$ cat src/rtl/audio_i2s_tx_if.sv
// Sample input bus and I2S output bundle for audio_i2s_tx.
// The master side feeds parallel samples and mute and observes the serial frame.
interface audio_i2s_tx_if;
    logic        sample_ce;
    logic [15:0] input_l;
    logic [15:0] input_r;
    logic        mute;
    logic        i2s_bclk;
    logic        i2s_lrclk;
    logic        i2s_data;
    logic        underrun;
    logic        overrun;

    modport master (
        output sample_ce, input_l, input_r, mute,
        input  i2s_bclk, i2s_lrclk, i2s_data, underrun, overrun
    );

    modport slave (
        input  sample_ce, input_l, input_r, mute,
        output i2s_bclk, i2s_lrclk, i2s_data, underrun, overrun
    );
endinterface

$ cat src/rtl/audio_i2s_tx.sv
// I2S transmitter: serializes stereo 16-bit samples into 64-bit-clock frames.
// A one-deep holding register decouples the sample strobe from the frame rate.
// Underrun and overrun are reported as single-cycle pulses and never stall.
module audio_i2s_tx #(
    parameter int SCLK_DIV = 4,
    parameter bit STEREO   = 1'b1
) (
    input  logic           clk,
    input  logic           reset,
    audio_i2s_tx_if.slave  bus
);

    localparam int               DIV_W    = (SCLK_DIV > 1) ? $clog2(SCLK_DIV) : 1;
    localparam logic [DIV_W-1:0] DIV_LAST = DIV_W'(SCLK_DIV - 1);

    logic [DIV_W-1:0] r_divCnt;
    logic             r_bclk;
    logic             r_lrclk;
    logic             r_data;
    logic [5:0]       r_p;
    logic [15:0]      r_left;
    logic [15:0]      r_right;
    logic [15:0]      r_holdL;
    logic [15:0]      r_holdR;
    logic             r_holdValid;
    logic             r_underrun;
    logic             r_overrun;

    logic             w_tick;
    logic             w_fall;
    logic             w_latch;
    logic [5:0]       w_pNext;
    logic [3:0]       w_idx;
    logic [15:0]      w_inR;
    logic             w_bit;

    assign w_tick  = (r_divCnt == DIV_LAST);
    assign w_fall  = w_tick & r_bclk;
    assign w_pNext = r_p + 6'd1;
    assign w_latch = w_fall & (w_pNext == 6'd0);
    assign w_inR   = STEREO ? bus.input_r : bus.input_l;
    // 16-p and 48-p are both -p modulo 16, so one index serves both slots
    assign w_idx   = 4'd0 - w_pNext[3:0];

    // Select the data bit for the upcoming slot position, zero outside the sample bits
    always_comb begin
        w_bit = 1'b0;
        if (w_pNext >= 6'd1 && w_pNext <= 6'd16) begin
            w_bit = r_left[w_idx];
        end else if (w_pNext >= 6'd33 && w_pNext <= 6'd48) begin
            w_bit = r_right[w_idx];
        end
        if (bus.mute) begin
            w_bit = 1'b0;
        end
    end

    // Bit-clock divider and slot counter; word select and data only move on falling events
    always_ff @(posedge clk) begin
        if (reset) begin
            r_divCnt <= '0;
            r_bclk   <= 1'b0;
            r_p      <= 6'd63;
            r_lrclk  <= 1'b1;
            r_data   <= 1'b0;
        end else begin
            if (w_tick) begin
                r_divCnt <= '0;
                r_bclk   <= ~r_bclk;
            end else begin
                r_divCnt <= r_divCnt + DIV_W'(1);
            end
            if (w_fall) begin
                r_p     <= w_pNext;
                r_lrclk <= w_pNext[5];
                r_data  <= w_bit;
            end
        end
    end

    // Holding register, frame latch and status pulses; a strobe on the latch cycle bypasses hold
    always_ff @(posedge clk) begin
        if (reset) begin
            r_left      <= '0;
            r_right     <= '0;
            r_holdL     <= '0;
            r_holdR     <= '0;
            r_holdValid <= 1'b0;
            r_underrun  <= 1'b0;
            r_overrun   <= 1'b0;
        end else begin
            r_underrun <= 1'b0;
            r_overrun  <= 1'b0;
            if (w_latch) begin
                if (bus.sample_ce) begin
                    r_left  <= bus.input_l;
                    r_right <= w_inR;
                end else if (r_holdValid) begin
                    r_left  <= r_holdL;
                    r_right <= r_holdR;
                end else begin
                    r_underrun <= 1'b1;
                end
                r_holdValid <= 1'b0;
            end else if (bus.sample_ce) begin
                r_holdL     <= bus.input_l;
                r_holdR     <= w_inR;
                r_holdValid <= 1'b1;
                r_overrun   <= r_holdValid;
            end
        end
    end

    assign bus.i2s_bclk  = r_bclk;
    assign bus.i2s_lrclk = r_lrclk;
    assign bus.i2s_data  = r_data;
    assign bus.underrun  = r_underrun;
    assign bus.overrun   = r_overrun;

endmodule

$ cat src/flat_wrapper.sv
// flat-port wrapper written by rule: the top's interface ports become plain ports
module audio_i2s_tx_flat 
#(
    parameter int SCLK_DIV = 4,
    parameter bit STEREO   = 1'b1
)
  (clk, reset, bus_sample_ce, bus_input_l, bus_input_r, bus_mute, bus_i2s_bclk, bus_i2s_lrclk, bus_i2s_data, bus_underrun, bus_overrun);
  audio_i2s_tx_if bus_i ();
  input  logic clk;
  input  logic reset;
  input wire logic [$bits(bus_i.sample_ce)-1:0] bus_sample_ce;
  input wire logic [$bits(bus_i.input_l)-1:0] bus_input_l;
  input wire logic [$bits(bus_i.input_r)-1:0] bus_input_r;
  input wire logic [$bits(bus_i.mute)-1:0] bus_mute;
  output wire logic [$bits(bus_i.i2s_bclk)-1:0] bus_i2s_bclk;
  output wire logic [$bits(bus_i.i2s_lrclk)-1:0] bus_i2s_lrclk;
  output wire logic [$bits(bus_i.i2s_data)-1:0] bus_i2s_data;
  output wire logic [$bits(bus_i.underrun)-1:0] bus_underrun;
  output wire logic [$bits(bus_i.overrun)-1:0] bus_overrun;
  assign bus_i.sample_ce = bus_sample_ce;
  assign bus_i.input_l = bus_input_l;
  assign bus_i.input_r = bus_input_r;
  assign bus_i.mute = bus_mute;
  assign bus_i2s_bclk = bus_i.i2s_bclk;
  assign bus_i2s_lrclk = bus_i.i2s_lrclk;
  assign bus_i2s_data = bus_i.i2s_data;
  assign bus_underrun = bus_i.underrun;
  assign bus_overrun = bus_i.overrun;
  audio_i2s_tx #(.SCLK_DIV(SCLK_DIV), .STEREO(STEREO)) u_core (.clk(clk), .reset(reset), .bus(bus_i));
endmodule
$ cat config.mk
export PLATFORM = sky130hd
export DESIGN_NAME = audio_i2s_tx_flat
export DESIGN_NICKNAME = d
export VERILOG_FILES = /design/src/rtl/audio_i2s_tx_if.sv /design/src/rtl/audio_i2s_tx.sv /design/src/flat_wrapper.sv
export SDC_FILE = /design/constraint.sdc
export NUM_CORES = 1
export LEC_CHECK = 0
export ABC_AREA = 1
export BUFFER_PORTS_ARGS = -buffer_cell sky130_fd_sc_hd__clkbuf_2
export CAP_MARGIN = 20
export CORE_AREA = 10 10 95 97
export DETAILED_ROUTE_END_ITERATION = 8
export DIE_AREA = 0 0 105 107
export PLACE_DENSITY = 0.73
export SYNTH_ARGS = -nofsm -noshare
export SYNTH_HDL_FRONTEND = slang
export SYNTH_SLANG_ARGS = --single-unit
export TNS_END_PERCENT = 10
$ cat constraint.sdc
create_clock -name clk -period 2.5 [get_ports clk]
set_input_delay 0.125 -clock clk [delete_from_list [all_inputs] [get_ports clk]]
set_output_delay 0.125 -clock clk [all_outputs]
set_load 0.005 [all_outputs]
==> reports/metrics.cfg <==
[place]
io_buffer_count=40
place.gp.congestion=0.834
placed_cells=694
hpwlAfterDp_um=5860
post_dp_cell_area_mm2=0.00412

[setup_path]
r2r-end=u_core.r_holdR[4]
reg2reg_slack_ns=0.32
startpoint_type=flop
worstSetupEndpoint=u_core.r_holdR[4]
crit_fanout=33
critical_path.endpoint_type=flop
r2r_cells=9
cp.required_ns=2.77
r2r-start=u_core.r_p[0]
startpoint=u_core.r_p[0]
arrival_ns=2.45
critPathKind=flop to flop

[sta]
drv_slew=0
period_minus_slack_ns=2.18
worst_pin_slew_ns=0.747
rsz0062_at_grt=false
fin_worst_skew_ns=0.00878
period_share=0.873
fin_tns_setup_ns=0
fmaxAchievable_mhz=458
relSlewSlack=0.499
setup_viol=0
hold_viol_final=0
hold_ws_ns=0.0306

[detailed_routing]
drc=0
postRouteAntennaNets=0
via_per_inst=4.98
drtIter0Drc=224
wl_per_cell_um=12.4
drt_pass1_iterations=5
dr_total_vias=3536
finalWirelength_um=8790

[floorplanning]
num_rows=31
ios=41
initial_core_util=0.541
dieArea_mm2=0.0112
die_w_um=105
fp.dieH_um=107
core_area_mm2=0.00714

[cts]
cts_buffers=9
root_buffer=clkbuf_8
cts.clk_slew.worst_paths_ns=0.08
cts.sinks=77
cts_setup_buffers=0
postCtsHoldBufs=0
post_cts_resized=0
clock_latency_ns=0.35
cts_max_path_buffers=2
htree_num_levels=3
tritoncts=done

[pwr]
intPower_mw=2.01
p_per_area_mw_per_mm2=679
clockPowerShare=0.315
leakage_nw=2.21
pwr-share-comb=0.244
sw_frac_of_total=0.315
ir_worst_vdd_mv=0.407
pwr-share-seq=0.441
power.switching_mw=0.921

[synth]
synthXorXnorAreaFrac=0.00227
postSynthAreaPerCell_um2=6.69
muxShareOfSynthArea=0.0466
ys_seq_elements=77
ys_seq_area_frac=0.399
synth_adder_area_share=0.00972
yosys.area_share.simple=0.349
synth_top_family_by_area=simple AND/OR/NAND/NOR gates
synth_warnings=0
synth_nets=616
netlist_area_mm2=0.00386
synth_compound_area_frac=0.0907
syn_inst=577
ys_types=27

[job]
cap_violations=0

[worst_hold_path]
whs_path_depth=3
hold_class=input pin to flop
hold_start=bus_input_r[14]

[grt]
overflow=0
grt_pass1_wl_um=15200
grt_pass1_vias=3317
grt_max_degree=69
antenna_found_initial=0
grt.total_usage=0.159

[finish]
multi_input_area_mm2=0.00192
fill_cells=710
antennaDiodeCount=0
register_area_mm2=0.00154
drive_gt1_frac=0.149
layout.cells.non_filler=710
final_cell_mix=nand2_1 (196), dfxtp_1 (77), nor2_1 (61), inv_1 (56), nand3_1 (43)
mostFrequentLayoutCell=nand2_1
stdcell_area_mm2=0.00431
final_nets=645
areaGrowthSynthToFinish_pct=11.7

[outcome]
outcome=finished, final reports clean

layer usage:
| metal | vias to the layer above | wire length [um] | global-route usage |
|---|---|---|---|
| met2 | 65 | 4030 | 0.254 |
| met5 | - | 0 | 0 |
| li1 | 1866 | - | - |
| met3 | 12 | 307 | 0.0317 |
| met4 | 0 | 129 | 0.0618 |
| met1 | 1593 | 4330 | 0.206 |
synth_stat cells:
cell type	number	area share
nor3b_1	1	0.0019
buf_4	5	0.0097
nand2_2	1	0.0016
nand3_2	2	0.0052
nand4_1	9	0.015
nor2_8	1	0.0052
buf_2	9	0.012
ha_1	3	0.0097
nor3_1	2	0.0026
dfxtp_1	77	0.40
clkinv_1	3	0.0029
nand3_4	1	0.0045
mux2_2	16	0.047
clkbuf_1	15	0.015
a21oi_1	39	0.051
or2_2	1	0.0016
nand2_1	196	0.19
xor2_1	1	0.0023
buf_6	3	0.0087
inv_1	56	0.054
o22ai_1	2	0.0032
nor2_1	61	0.059
a22oi_1	3	0.0058
o21ai_0	24	0.031
buf_1	1	0.00097
nand3_1	43	0.056
nand2_4	2	0.0058
layout make-up:
cell class / instances / share of cell area
clock buffers: 13 / 0.0415
inverters: 59 / 0.0513
multi-input cells: 408 / 0.446
well taps: 99 / 0.0287
repair buffers: 51 / 0.0713
flip-flops and latches: 77 / 0.357
clock inverters: 3 / 0.00406
flip-flops by register name, summed over array words and instances (netlist names):
name and flops:
u_core.bus.i2s_bclk 1, u_core.bus.i2s_data 1, u_core.bus.overrun 1, u_core.bus.underrun 1, u_core.r_divCnt 2, u_core.r_holdL 16
u_core.r_holdR 16, u_core.r_holdValid 1, u_core.r_left 16, u_core.r_p 6, u_core.r_right 16
stage by stage:
| step | utilization | total power, mW | setup WS (ns) |
|---|---|---|---|
| after global placement | 0.577 | 2.02 | 0.445 |
| final | 0.604 | 2.93 | 0.317 |
| after detailed placement | 0.577 | 2.03 | 0.361 |
| after floorplan | - | 1.86 | 0.507 |
| after global routing | 0.604 | 3.11 | 0.0988 |
| after CTS | 0.604 | 2.94 | 0.300 |
worst max-delay path: stages, from the launching register on:
cell,delay (ns)
dfxtp_1,0.42
ha_1,0.32
nand3_1,0.11
nand2_1,0.10
nand3_2,0.13
nor2_8,0.21
nand2_4,0.20
nand2_4,0.36
nand2_1,0.10
a21oi_1,0.15
logic make-up after synthesis:
family / after synthesis
adder cells (fa/ha/maj): 3
XOR/XNOR: 1
flip-flops: 77
AO/OA/AOI/OAI: 68
buffers and inverters: 92
AND/OR/NAND/NOR: 320
multiplexers: 16
power by group through the flow:
stage / Sequential (mW) / Combinational, mW / Clock (mW)
floorplan: 1.31 / 0.544 / 0
global placement: 1.32 / 0.701 / 0
detailed placement: 1.32 / 0.707 / 0
CTS: 1.29 / 0.712 / 0.935
global route: 1.30 / 0.830 / 0.986
finish: 1.29 / 0.713 / 0.923
how the worst min path moves through the flow:
stage / end / slack, ns
after floorplan: u_core.r_holdL[10] / 0.29
after global placement: u_core.r_holdR[5] / 0.39
after detailed placement: u_core.r_holdL[7] / 0.40
after CTS: u_core.r_holdR[9] / 0.03
after global routing: u_core.r_holdL[2] / 0.04
final: u_core.r_holdR[14] / 0.03
Power figures use the tool's default switching activity.
